===== src/rtl/stall_ctrl_pkg.sv =====
// Shared types and constants for the pipeline stall controller.
package stall_ctrl_pkg;

    localparam int STALL_BUS_W = 6;

    // Stall bus: bit 0 PC, 1 IF, 2 ID, 3 EX, 4 MEM, 5 WB
    typedef logic [STALL_BUS_W-1:0] stall_bus_t;

    localparam logic STOP    = 1'b1;
    localparam logic NO_STOP = 1'b0;

    localparam stall_bus_t STALL_NONE    = 6'b000000;
    localparam stall_bus_t STALL_LOADUSE = 6'b000111;
    localparam stall_bus_t STALL_EX      = 6'b001111;

    // Index of the ID stage bit; it also drives the instruction hold
    localparam int STALL_BIT_ID = 2;

    typedef enum logic {
        ST_RUN = 1'b0,
        ST_DIV = 1'b1
    } ctrl_state_t;

    // Stall pattern while running: a divide entering EX outranks load-use
    function automatic stall_bus_t run_stall(input logic div_start, input logic load_use);
        stall_bus_t result;
        result = STALL_NONE;
        if (div_start) begin
            result = STALL_EX;
        end else if (load_use) begin
            result = STALL_LOADUSE;
        end
        return result;
    endfunction

endpackage


===== src/rtl/ctrl_inst_hold.sv =====
// Holds the fetched instruction stable for ID while ID is frozen.
module ctrl_inst_hold
    import stall_ctrl_pkg::*;
(
    input  logic        clk,
    input  logic        resetn,
    input  logic        hold_en,
    input  logic [31:0] inst_in,
    output logic [31:0] inst_out
);

    logic        hold_valid_reg;
    logic [31:0] hold_inst_reg;

    // Capture on the first frozen edge only; drop the hold once ID moves again
    always_ff @(posedge clk or negedge resetn) begin
        if (!resetn) begin
            hold_valid_reg <= 1'b0;
            hold_inst_reg  <= '0;
        end else if (hold_en == STOP) begin
            if (!hold_valid_reg) begin
                hold_inst_reg  <= inst_in;
                hold_valid_reg <= 1'b1;
            end
        end else begin
            hold_valid_reg <= 1'b0;
        end
    end

    // Byte-wise output select between the held and the live instruction
    generate
        for (genvar gi = 0; gi < 4; gi++) begin : g_byte_mux
            assign inst_out[gi*8 +: 8] = hold_valid_reg ? hold_inst_reg[gi*8 +: 8]
                                                        : inst_in[gi*8 +: 8];
        end
    endgenerate

endmodule


===== src/rtl/stall_ctrl.sv =====
// Pipeline stall controller: merges load-use and multi-cycle divide stalls,
// guards the divider with a timeout and counts stalled cycles.
module stall_ctrl
    import stall_ctrl_pkg::*;
#(
    parameter int STALL_W     = 6,
    parameter int DIV_TIMEOUT = 64,
    parameter int CNT_W       = 32
) (
    input  logic               clk,
    input  logic               resetn,
    input  logic               stallreq_for_id,
    input  logic               ex_div_start,
    input  logic               div_ready,
    input  logic [31:0]        inst_sram_rdata,
    output logic [STALL_W-1:0] stall,
    output logic [31:0]        id_inst,
    output logic               div_busy,
    output logic               div_timeout,
    output logic [CNT_W-1:0]   stall_cnt
);

    localparam int DIV_CNT_W = (DIV_TIMEOUT > 1) ? $clog2(DIV_TIMEOUT) : 1;
    localparam logic [DIV_CNT_W-1:0] DIV_LAST = DIV_CNT_W'(DIV_TIMEOUT - 1);

    ctrl_state_t          state_reg;
    logic [DIV_CNT_W-1:0] div_cnt_reg;
    logic                 div_timeout_reg;
    logic [CNT_W-1:0]     stall_cnt_reg;
    stall_bus_t           stall_next;
    logic                 div_expire;

    // Stall vector is purely combinational so hazards freeze the pipe in the same cycle
    always_comb begin
        stall_next = STALL_NONE;
        if (resetn) begin
            case (state_reg)
                ST_RUN:  stall_next = run_stall(ex_div_start, stallreq_for_id);
                ST_DIV:  stall_next = div_ready ? STALL_NONE : STALL_EX;
                default: stall_next = STALL_NONE;
            endcase
        end
    end

    // Last allowed DIV cycle with no result: leave DIV and flag the timeout
    assign div_expire = (state_reg == ST_DIV) && !div_ready && (div_cnt_reg == DIV_LAST);

    // Divide FSM with its occupancy counter and sticky timeout flag
    always_ff @(posedge clk or negedge resetn) begin
        if (!resetn) begin
            state_reg       <= ST_RUN;
            div_cnt_reg     <= '0;
            div_timeout_reg <= 1'b0;
        end else begin
            case (state_reg)
                ST_RUN: begin
                    if (ex_div_start) begin
                        state_reg   <= ST_DIV;
                        div_cnt_reg <= '0;
                    end
                end
                ST_DIV: begin
                    if (div_ready) begin
                        state_reg <= ST_RUN;
                    end else if (div_expire) begin
                        state_reg       <= ST_RUN;
                        div_timeout_reg <= 1'b1;
                    end else begin
                        div_cnt_reg <= div_cnt_reg + 1'b1;
                    end
                end
                default: state_reg <= ST_RUN;
            endcase
        end
    end

    // Saturating count of cycles in which any stage is stopped
    always_ff @(posedge clk or negedge resetn) begin
        if (!resetn) begin
            stall_cnt_reg <= '0;
        end else if ((stall_next != STALL_NONE) && (stall_cnt_reg != {CNT_W{1'b1}})) begin
            stall_cnt_reg <= stall_cnt_reg + 1'b1;
        end
    end

    ctrl_inst_hold u_inst_hold (
        .clk      (clk),
        .resetn   (resetn),
        .hold_en  (stall_next[STALL_BIT_ID]),
        .inst_in  (inst_sram_rdata),
        .inst_out (id_inst)
    );

    assign stall       = STALL_W'(stall_next);
    assign div_busy    = (state_reg == ST_DIV);
    assign div_timeout = div_timeout_reg;
    assign stall_cnt   = stall_cnt_reg;

endmodule


===== config.mk =====
export PLATFORM = sky130hd
export DESIGN_NAME = stall_ctrl
export DESIGN_NICKNAME = d
export VERILOG_FILES = /design/src/rtl/stall_ctrl_pkg.sv /design/src/rtl/ctrl_inst_hold.sv /design/src/rtl/stall_ctrl.sv
export SDC_FILE = /design/constraint.sdc
export NUM_CORES = 1
export LEC_CHECK = 0
export ABC_CLOCK_PERIOD_IN_PS = 5400
export CAP_MARGIN = 40
export CORE_MARGIN = 2
export CORE_UTILIZATION = 40
export CTS_BUF_LIST = sky130_fd_sc_hd__clkbuf_8
export CTS_CLUSTER_DIAMETER = 150
export DETAILED_ROUTE_END_ITERATION = 7
export PLACE_DENSITY_LB_ADDON = 0.25
export SLEW_MARGIN = 20
export SYNTH_ARGS = -nofsm -noshare
export SYNTH_HDL_FRONTEND = slang
export SYNTH_HIERARCHICAL = 1
export SYNTH_SLANG_ARGS = --single-unit

===== constraint.sdc =====
create_clock -name clk -period 5.4 [get_ports clk]
set_clock_uncertainty 0.1 [all_clocks]
set_input_delay 1.08 -clock clk [delete_from_list [all_inputs] [get_ports clk]]
set_output_delay 1.08 -clock clk [all_outputs]
set_load 0.02 [all_outputs]

Word-level counts from Yosys, hierarchy flattened --
Cells that the tools add are included. W data, S select, Z words.
Word-level totals: logic and storage cells 42, register bits 73, output and inout port bits 72, input port bits 37
Operators by class: bitwise logic cells 3, equal/unequal tests 5, $add $sub $neg 2, muxes and demuxes 18, reduce and logical (&&, ||, !) cells 8
Operators with widths (count):
- $add A32 B1 Y32 const B | 1
- $mux W8 | 4
- $ne A32 B32 Y1 const B | 1
- $mux W6 | 4
- $pmux W6 S2 | 2
- $mux W4 | 2
- $add A6 B1 Y6 const B | 1
- $eq A6 B6 Y1 const B | 1
- $ne A2 B2 Y1 const B | 3
- $reduce_and A3 Y1 | 2
- $reduce_bool A6 Y1 | 1
- $mux W1 | 4
- $logic_and A1 B1 Y1 | 3
- $mux W3 | 1
- $not A1 Y1 | 3
- $pmux W1 S2 | 1
- $reduce_and A2 Y1 | 1
- $logic_not A1 Y1 | 1

Longest topological paths before layout --
Gate-level depths: netlist of the first run.
depth in word-level cells 6, depth in mapped cells 8, gate-level depth less buffers 6

Hierarchy --
The synthesis of the first run kept the hierarchy.
By module, submodules not included:
- stall_ctrl | instances 1, area each 2102.0 µm², cells each 191, seq. area each 1001.0 µm²
- ctrl_inst_hold | instances 1, area each 1744.2 µm², cells each 106, seq. area each 825.8 µm²

Worst setup path after synthesis of the first run --
No wires, ideal clock.
path type input to output, start point input resetn, end point output stall[1], arrival 2.101 ns, path buffers 1, stages 4, slack 2.119 ns, required time 4.220 ns, cell sequence a21bo_2 > or2_2 > inv_1 > buf_4
On the way: word-level cells in the longest chain between the ends 1
RTL lines:
- from (decl) | line stall_ctrl.sv:11 | input logic resetn,
- $mux W6 | line stall_ctrl.sv:36 | if (resetn) begin
- to (decl) | line stall_ctrl.sv:16 | output logic [STALL_W-1:0] stall,
No other way between the ends.

Worst setup path in the final report of the first run --
start point input div_ready, end point output stall[0]
On the way: word-level cells in the longest chain between the ends 3
RTL lines:
- from (decl) | line stall_ctrl.sv:14 | input logic div_ready,
- $mux W4 | line stall_ctrl.sv:39 | ST_DIV: stall_next = div_ready ? STALL_NONE : STALL_EX;
- $pmux W6 S2 | line stall_ctrl.sv:37 | case (state_reg)
- $mux W6 | line stall_ctrl.sv:36
No other way between the ends. The select of a mux whose other input is x is not followed.

==> metrics.txt, run 1 <==
Antenna Nets Post-Route 0; Synthesis Warnings 6; Hold Path Class reg2reg; distinct cell type count after synthesis 46; via density per instance roughly 5; number of global-route vias before repair between 2,000 and 3,000; Placeable Area a little over 0.009 mm2; Layout Nets ~440; power per cell area around 320 mW/mm2; Skew-Pair Late Insertion Delay approximately 0.34 ns; Final Util between 50% and 60%; H-tree levels 3; post-route worst setup slack 1.16 ns; Seq/Total Area, Yosys a little under half; CP cell instances clkdlybuf4s50_1 -> a21bo_2 -> or2_2 -> inv_1 -> clkdlybuf4s50_1; crit path max-delay cell type clkdlybuf4s50_1; crit end category primary output; initial antenna violation count 0; largest net degree at the start of global routing 40; Buf+Inv Stages, Crit Path 3; # setup viols final 0; via count ~2,700; crit path kind in2out; multiplexer area fraction after synthesis a little under a quarter; Setup TNS Final 0 ns; Avg Cell Area, Syn 13.0 um2; register area around 0.0018 mm2; clock sinks 73; Tmin final 4.24 ns; CTS-repair resized insts 0; root buffer cell clkbuf_8; area of the multi-input gates ~0.0019 mm2; Post-Route WL 8300 um; Max Buffers Root-to-Sink 2; Post-Synthesis Cells roughly 300; gr usage total roughly 17%; Max-Cap Viols 0; main combinational cell family by area after synthesis multiplexers; Overall Power 1690 uW; gr ovfl total 0; CP delay by family, top buffers and inverters; clock slew at reported path FFs 0.08 ns; slowest stage delay, CP approximately 0.65 ns; Fillers roughly 840; RSZ-0062 raised after global routing false; setup bufs post-CTS 0; Startpoint Class input pin; CTS tree done; status finished, final reports clean; n_diodes 0; Most Frequent Cell on Critical Path clkdlybuf4s50_1; Worst slew margin 58.6%; crit share post-route about four fifths; CTS buffer count 9; DR DRC count 0; post-synthesis simple-gate area fraction ~15%; I/O pin count 109; leakage between 0.002 and 0.0025 uW; Slew @ Worst Pin between 0.6 and 0.7 ns; hold_buf cts 0; Setup WS pre-CTS about 1.2 ns; Synth Area in Compound Gates under 10%; DIE WIDTH between 100 and 150 um; Syn-to-layout area delta 35.3%; Final Max Tran Viols 0; Max Freq 0.236 GHz; die area ~0.010 mm2; adder-cell share of the synthesized area less than 1%; Post-synth ARST share 100%; row count 35; First-pass DRT Iterations 4; mapped cell area just under 0.004 mm2; GPL Wtd Cong 0.804; Final Hold Fails 0; initial core utilization roughly two fifths; initial drt markers between 60 and 70; number of synthesized flops with an enable pin 0; Avg WL per Cell approximately 15 um; first-pass GRT wire length 13,800 um; hpwl dp about 5800 um; CP required approximately 4.2 ns; CP Max Fanout 5; flops & latches, synth between 70 and 80; IO buf count roughly 110; Die Y approximately 100 um; Post-Synth XOR/XNOR Area 6.83%; layout cells sized above 1 between 20% and 30%; Peak VDD IR roughly 0.14 mV; ys flop type dfrtp_1; arrival time worst endpoint 3.06 ns
[cell type report]
type | instances | share of cell area [%]
Clock buffer | 9 | 2.38
Clock inverter | 7 | 1.83
Inverter | 2 | 0.144
Multi-Input combinational cell | 208 | 36.4
Sequential cell | 73 | 35.1
Tap cell | 129 | 3.10
Timing Repair Buffer | 109 | 21.0
[power by group]
group | internal (uW) | switching, uW | leakage (uW) | total [uW]
Sequential | 638 | 71.9 | 0.000924 | 710
Clock | 260 | 212 | 0.000109 | 472
Combinational | 294 | 212 | 0.00122 | 507
Total | 1190 | 496 | 0.00226 | 1690
[metrics by stage]
step           instance area [um2]  hold WS, ns  std cells
2_1_floorplan                 3850        0.371        298
6_report                      5200        0.368        537
3_3_place_gp                  4960        0.354        520
4_1_cts                       5200        0.375        537
3_5_place_dp                  4980        0.352        521
5_1_grt                       5200        0.410        537
[kinds of logic (layout without fill, tap and decap cells)]
logic type	Yosys count	in the layout
and+or+nand+nor	93	93
buffers and inverters	17	127
AOI/OAI and AO/OA	14	14
other	1	2
muxes	67	67
xor gates and xnor gates	30	30
DFF	73	73
adders and majority gates	2	2
[cells in the final DEF, fill, tap and decap left out, drive strengths merged, types with 3 or more instances in the layout]
master	instances
nor3	7
or2	3
o21a	3
nand4	13
nand3	13
nor4	4
mux2	66
nand4b	3
nand2	22
clkbuf	9
clkdlybuf4s50	105
xor2	11
clkinv	4
xnor2	19
dfrtp	73
nor2	12
buf	4
and3	5
[cells in the mapped netlist (3+ instances only)]
cell type | number | share of area [%]
nand4_2 | 3 | 0.98
or2_2 | 3 | 0.49
buf_4 | 4 | 0.78
nor3_1 | 5 | 0.65
nand2_1 | 22 | 2.1
nand4_1 | 9 | 1.5
nor2_1 | 12 | 1.2
xor2_1 | 11 | 2.5
mux2_2 | 35 | 10
buf_2 | 4 | 0.52
xnor2_1 | 19 | 4.3
dfrtp_1 | 73 | 47
buf_6 | 6 | 1.8
and3_1 | 5 | 0.81
mux2_4 | 30 | 12
o21a_1 | 3 | 0.59
nand3_1 | 13 | 1.7
nand4b_1 | 3 | 0.68
[worst reg2reg max path, stage by stage (launching register included)]
cell	delay [ns]
dfrtp_1	0.49
nor3_1	0.51
or2_2	0.24
inv_1	0.13
nand2b_4	0.50
mux2_2	0.42
[final timing paths]
kind | start | endpoint | slack [ns] | cells after the start
max | div_ready | stall[0] | 1.16 | 5
min | div_timeout | div_timeout | 0.37 | 1
max reg2reg | div_busy | u_inst_hold/hold_inst_reg[25] | 2.89 | 5
min reg2reg | div_timeout | div_timeout | 0.37 | 1
max in group asynchronous | resetn | u_inst_hold/hold_inst_reg[1] | 3.93 | 3
min in group asynchronous | resetn | stall_cnt[31] | 0.70 | 2
[per-layer routing]
metal  vias to the layer above  routed length (um)  GRT usage [%]
met2                        62                4050           27.0
li1                       1271                   -              -
met3                        12                 418           4.72
met4                         0                 120           5.23
met1                      1311                3700           22.3
met5                         -                   0              0
Power figures use the tool's default switching activity.
==> run 2: changes to the inputs <==
--- a/config.mk
+++ b/config.mk
@@ -5,7 +5,7 @@
 export SDC_FILE = /design/constraint.sdc
 export NUM_CORES = 1
 export LEC_CHECK = 0
-export ABC_CLOCK_PERIOD_IN_PS = 5400
+export ABC_CLOCK_PERIOD_IN_PS = 3700
 export CAP_MARGIN = 40
 export CORE_MARGIN = 2
 export CORE_UTILIZATION = 40
==> constraint.sdc (replaced) <==
create_clock -name clk -period 3.7 [get_ports clk]
set_clock_uncertainty 0.1 [all_clocks]
set_input_delay 0.74 -clock clk [delete_from_list [all_inputs] [get_ports clk]]
set_output_delay 0.74 -clock clk [all_outputs]
set_load 0.02 [all_outputs]
==> run 2 against run 1 <==
First-iteration DRC count is 17% higher. Critical path depth stayed put. Total power is 49% higher. Die area stayed put. Critical path type unchanged.
==> metrics.txt, run 2 (synthesis results as in run 1) <==
via density per instance 4.96 (was 4.95); most frequent cells in the layout clkdlybuf4s50_1, dfrtp_1, mux2_2 (unchanged); CTS tree done (unchanged); Max-Cap Viols 0 (unchanged); CP required 2.86 ns (was 4.22 ns); via count 2,670 (was 2,656); first-pass GRT wire length 13,400 um (was 13,800 um); Slew @ Worst Pin 0.581 ns (was 0.621 ns); Max Freq ~0.28 GHz; largest net degree at the start of global routing 55 (was 40); R2R Setup Slk 1.26 ns (was 2.89 ns); First-pass DRT Iterations 4 (unchanged); n_diodes 0 (unchanged); Setup TNS Final 0 ns (unchanged); crit end category primary output (unchanged); clock sinks 73 (unchanged); DR DRC count 0 (unchanged); Overall Power 2520 uW (was 1690 uW); crit share post-route 96.1%; status finished, final reports clean (unchanged); hold_buf cts 0 (unchanged); CP Max Fanout 5 (unchanged); die area 0.0104 mm2 (unchanged); Startpoint Class input pin (unchanged); Tmin final around 3.6 ns; DIE WIDTH 102 um (unchanged); CTS-repair resized insts 0 (unchanged); Final Max Tran Viols 0 (unchanged); gr ovfl total 0 (unchanged); clock slew at reported path FFs 0.08 ns (about the same); IO buf count 106 (unchanged); gr usage total 16.4% (was 16.9%); leakage 0.00229 uW (was 0.00226 uW); hpwl dp 5820 um (was 5780 um); Layout Nets 443 (was 442); crit path kind in2out (unchanged); Peak VDD IR 0.189 mV (was 0.138 mV); Fillers 813 (was 838); number of global-route vias before repair 2,738 (was 2,751); Reg2Reg Depth 6 (was 5); row count 35 (unchanged); CTS buffer count 9 (unchanged); Skew-Pair Late Insertion Delay 0.34 ns (about the same); I/O pin count 109 (unchanged); H-tree levels 3 (unchanged); Syn-to-layout area delta 36.4% (was 35.3%); initial antenna violation count 0 (unchanged); Final Hold Fails 0 (unchanged); Post-Route WL 8160 um (was 8300 um); initial core utilization 41.4% (unchanged); GPL Wtd Cong 0.790 (was 0.804); Die Y 102 um (unchanged); power per cell area 480 mW/mm2 (was 325 mW/mm2); Worst slew margin 61.0% (was 58.6%); arrival time worst endpoint 2.71 ns (was 3.06 ns); setup bufs post-CTS 0 (unchanged); RR Startpoint div_busy (unchanged); RSZ-0062 raised after global routing false (unchanged); Antenna Nets Post-Route 0 (unchanged); layout cells sized above 1 25.4% (was 25.7%); root buffer cell clkbuf_8 (unchanged); commonest non-fill, non-tap cell in the layout clkdlybuf4s50_1 (unchanged); Hold Path Class in2async (was reg2reg); Avg WL per Cell 15.2 um (was 15.4 um); # setup viols final 0 (unchanged); Max Buffers Root-to-Sink 2 (unchanged); FF-to-FF End u_inst_hold/hold_inst_reg[8] (was u_inst_hold/hold_inst_reg[25]); Placeable Area 0.00928 mm2 (unchanged); initial drt markers 76 (was 65)
[run 2: cell types whose count changed in the layout (fill, tap and decap cells not counted), sizes merged]
cell      before  now
clkinv         4    2
inv            2    4
buf            4    5
clkinvlp       1    0
bufinv         2    3
[run 2: per-layer routing]
| layer | part of all wire (%) | up-vias | GRT usage [%] |
|---|---|---|---|
| met5 | 0 | - | 0 |
| met4 | 1.5 | 0 | 6.77 |
| met2 | 47 | 58 | 25.9 |
| met3 | 4.3 | 11 | 3.56 |
| met1 | 47 | 1335 | 21.9 |
| li1 | - | 1266 | - |
[run 2: power by group]
part / switching (uW) / leakage, uW / total [uW] / internal [uW]
registers: 107 / 0.000924 / 1040 / 932
logic: 311 / 0.00124 / 744 / 433
clock network: 292 / 0.000126 / 736 / 443
total: 710 / 0.00229 / 2520 / 1810
[run 2: cell type report]
class	count	area [um2]	share of cell area, %
timing repair buffer	110	1120	21.4
clock inverter	7	111	2.12
inverter	2	7.51	0.143
tap	129	161	3.08
clock buffer	9	124	2.36
multi-input combinational	208	1890	36.1
sequential	73	1830	34.8
[run 2: worst max-delay path, stage by stage]
cell and delay [ns]:
clkdlybuf4s50_1 0.49, a21bo_2 0.29, or2_2 0.34, inv_1 0.20, clkdlybuf4s50_1 0.65
[run 2: worst max-delay path by stage]
stage | startpoint | end | slack, ns | cells past startpoint
detailed placement | div_ready | stall[0] | 0.11 | 5
global route | ex_div_start | stall[0] | 0.07 | 5
CTS | div_ready | stall[0] | 0.13 | 5
floorplan | resetn | stall[1] | 1.10 | 4
global placement | div_ready | stall[0] | 0.14 | 5
finish | div_ready | stall[0] | 0.15 | 5
[run 2: stage by stage]
stage | hold slack, ns | setup slack, ns | cells | instance area, um2 | util [%]
floorplan | 0.344 | 1.10 | 298 | 3850 | -
global placement | 0.354 | 0.141 | 521 | 4980 | 53.7
detailed placement | 0.355 | 0.115 | 522 | 5010 | 54.0
CTS | 0.287 | 0.126 | 538 | 5250 | 56.5
global route | 0.298 | 0.0687 | 538 | 5250 | 56.5
finish | 0.300 | 0.145 | 538 | 5250 | 56.5
==> run 3: changes to the inputs <==
--- a/config.mk
+++ b/config.mk
@@ -5,9 +5,10 @@
 export SDC_FILE = /design/constraint.sdc
 export NUM_CORES = 1
 export LEC_CHECK = 0
+export ABC_AREA = 1
 export ABC_CLOCK_PERIOD_IN_PS = 3700
 export CAP_MARGIN = 40
-export CORE_MARGIN = 2
+export CORE_MARGIN = 5
 export CORE_UTILIZATION = 40
 export CTS_BUF_LIST = sky130_fd_sc_hd__clkbuf_8
 export CTS_CLUSTER_DIAMETER = 150
==> constraint.sdc (replaced) <==
create_clock -name clk -period 3.7 [get_ports clk]
set_clock_uncertainty 0.1 [all_clocks]
set_input_delay 0.74 -clock clk [delete_from_list [all_inputs] [get_ports clk]]
set_output_delay 0.74 -clock clk [all_outputs]
set_load 0.1 [all_outputs]
==> run 3 against run 2 <==
Sequential share of layout area is 4.0 points lower. Sequential cell count stayed put. Critical path depth grew 2. Count of clock-buffer cells in the layout grew 2. Worst hold slack got worse by 0.17 ns. Via count is 58% higher. First-iteration DRC count increased to 4.4 times the previous value. Critical endpoint is now stall[3]. Largest cell class unchanged.
==> metrics.txt, run 3 <==
RR Startpoint stall_cnt[0] (was div_busy); Post-synth ARST share 100% (unchanged); CTS-repair resized insts 0 (unchanged); initial core utilization 41.2% (was 41.4%); DIE WIDTH 116 um (was 102 um); status finished, final reports clean (unchanged); Placeable Area 0.0110 mm2 (was 0.00928 mm2); Worst slew margin 61.5% (was 61.0%); IO buf count 106 (unchanged); power per cell area 490 mW/mm2 (was 480 mW/mm2); first-pass GRT wire length 19,800 um (was 13,400 um); initial antenna violation count 0 (unchanged); CP required 2.86 ns (about the same); Layout Nets 794 (was 443); Final Hold Fails 0 (unchanged); CTS buffer count 9 (unchanged); CTS tree done (unchanged); Max Freq 0.370 GHz (was 0.281 GHz); n_diodes 0 (unchanged); number of global-route vias before repair 4,018 (was 2,738); number of synthesized flops with an enable pin 0 (unchanged); hpwl dp 8770 um (was 5820 um); crit path kind in2out (unchanged); mapped cell area 0.00452 mm2 (was 0.00385 mm2); hold_buf cts 0 (unchanged); top-area cell type share of the netlist area 40.4% (was 47.5%); Antenna Nets Post-Route 0 (unchanged); setup bufs post-CTS 0 (unchanged); Max Buffers Root-to-Sink 2 (unchanged); post-route worst setup slack 0.994 ns (was 0.145 ns); met2 Use GR 30.3% (was 25.9%); Final Max Tran Viols 0 (unchanged); layout cells sized above 1 17.7% (was 25.4%); Post-Route WL 11,900 um (was 8160 um); Tmin final 2.71 ns (was 3.55 ns); Skew-Pair Late Insertion Delay 0.35 ns (was 0.34 ns); most numerous cell in the Yosys netlist nand2_1 (was dfrtp_1); gr usage total 18.4% (was 16.4%); gr ovfl total 0 (unchanged); Peak VDD IR 0.642 mV (was 0.189 mV); DR DRC count 0 (unchanged); I/O pin count 109 (unchanged); H-tree levels 3 (unchanged); commonest non-fill, non-tap cell in the layout nand2_1 (was clkdlybuf4s50_1); distinct cell type count after synthesis 31 (was 46); flops & latches, synth 73 (unchanged); Hold Path Class in2async (unchanged); root buffer cell clkbuf_8 (unchanged); CP Max Fanout 4 (was 5); initial drt markers 335 (was 76); die area 0.0135 mm2 (was 0.0104 mm2); Slew @ Worst Pin 0.576 ns (was 0.581 ns); Critical Path Source div_ready (unchanged); clock sinks 73 (unchanged); Synthesis Warnings 6 (unchanged); crit end category primary output (unchanged); Syn-to-layout area delta 30.9% (was 36.4%); dominant cell type by area after synthesis dfrtp_1 (unchanged); GRT busiest layer met2 (unchanged); via density per instance 4.71 (was 4.96); most frequent cells in the layout nand2_1, dfrtp_1, nor2_1, buf_4, clkdlybuf4s50_1 (was clkdlybuf4s50_1, dfrtp_1, mux2_2); row count 38 (was 35); leakage 0.00298 uW (was 0.00229 uW); grt met1 use 24.4% (was 21.9%); Setup TNS Final 0 ns (unchanged); Post-Synthesis Cells 643 (was 297); routing usage on met3 3.06% (was 3.56%); Setup WS pre-CTS 0.983 ns (was 0.115 ns); Die Y 116 um (was 102 um); Seq/Total Area, Yosys 40.4% (was 47.5%); Avg Cell Area, Syn 7.04 um2 (was 13.0 um2); # setup viols final 0 (unchanged); largest net degree at the start of global routing 66 (was 55); arrival time worst endpoint 1.87 ns (was 2.71 ns); Startpoint Class input pin (unchanged); GPL Wtd Cong 0.829 (was 0.790); clock slew at reported path FFs 0.07 ns (was 0.08 ns); Max-Cap Viols 0 (unchanged); RSZ-0062 raised after global routing false (unchanged); via count 4,230 (was 2,670); crit share post-route 73.1% (was 96.1%); ys flop type dfrtp_1 (unchanged); Avg WL per Cell 13.2 um (was 15.2 um); Area contributors post-synth dfrtp_1, nand2_1, nand3_2 (was dfrtp_1, mux2_4, mux2_2); First-pass DRT Iterations 4 (unchanged); synth cell count leaders nand2_1, dfrtp_1, nor2_1, inv_1, nand3_2 (was dfrtp_1, mux2_2, mux2_4, nand2_1, xnor2_1)
[run 3: cell types whose count changed after synthesis, sizes merged, moves of 4 or more]
| cell | change |
|---|---|
| nand2 | +319 |
| nor4 | -4 |
| buf | +13 |
| nand3 | +41 |
| and3 | -5 |
| o21ai | +7 |
| inv | +43 |
| nor2 | +49 |
| mux2 | -66 |
| nor3 | -6 |
| nand4 | -5 |
| xnor2 | -16 |
[run 3: worst max-delay path, stage by stage]
cell	delay (ns)
clkdlybuf4s50_1	0.42
inv_1	0.11
nand2_1	0.06
nand2_1	0.14
nand2_1	0.07
inv_1	0.05
buf_4	0.28
[run 3: kinds of logic after synthesis]
logic type	count (synthesis)	synth area share, %
xor+xnor	11	2.13
buf+inv	72	9.46
other cells	1	0.0829
simple gates	470	45.7
compound gates	14	1.71
flops	73	40.4
fa+ha+maj	2	0.553
[run 3: worst paths after layout]
kind / end / slack [ns] / cells after the start
setup / recovery: stall[3] / 0.99 / 7
max in group asynchronous: stall_cnt[22] / 2.52 / 3
hold / removal: u_inst_hold/hold_inst_reg[20] / 0.13 / 1
min in group clk: u_inst_hold/hold_inst_reg[19] / 0.37 / 2
setup reg to reg: stall_cnt[29] / 1.61 / 10
hold reg to reg: u_inst_hold/hold_inst_reg[19] / 0.37 / 2
[run 3: final cells by class]
class / count / area (um2)
sequential: 73 / 1830
tap: 140 / 175
multi-input combinational: 499 / 2270
clock buffer: 11 / 151
inverter: 45 / 176
timing repair buffer: 127 / 1260
fill: 1054 / 5060
clock inverter: 3 / 65.1
[run 3: power breakdown]
group	switching [uW]	internal, uW	total, uW
clock	287	408	695
sequential	91.3	920	1010
combinational	891	305	1200
total	1270	1630	2900
[run 3: per-layer routing]
metal | routed length, um | share of wire (%) | up-vias
li1 | - | - | 2189
met1 | 5350 | 45 | 1952
met2 | 5810 | 49 | 81
met3 | 616 | 5.2 | 8
met4 | 121 | 1.0 | 0
met5 | 0 | 0 | -
[run 3: metrics by stage]
step           hold WS [ns]  utilization (%)  power (uW)  instances  instance area (um2)
6_report              0.132             53.9        2900        898                 5920
3_5_place_dp          0.360             52.0        2230        884                 5710
5_1_grt               0.113             53.9        3060        898                 5920
2_1_floorplan         0.342                -        1930        644                 4530
3_3_place_gp          0.350             49.5        2160        867                 5440
4_1_cts               0.120             53.9        2930        898                 5920
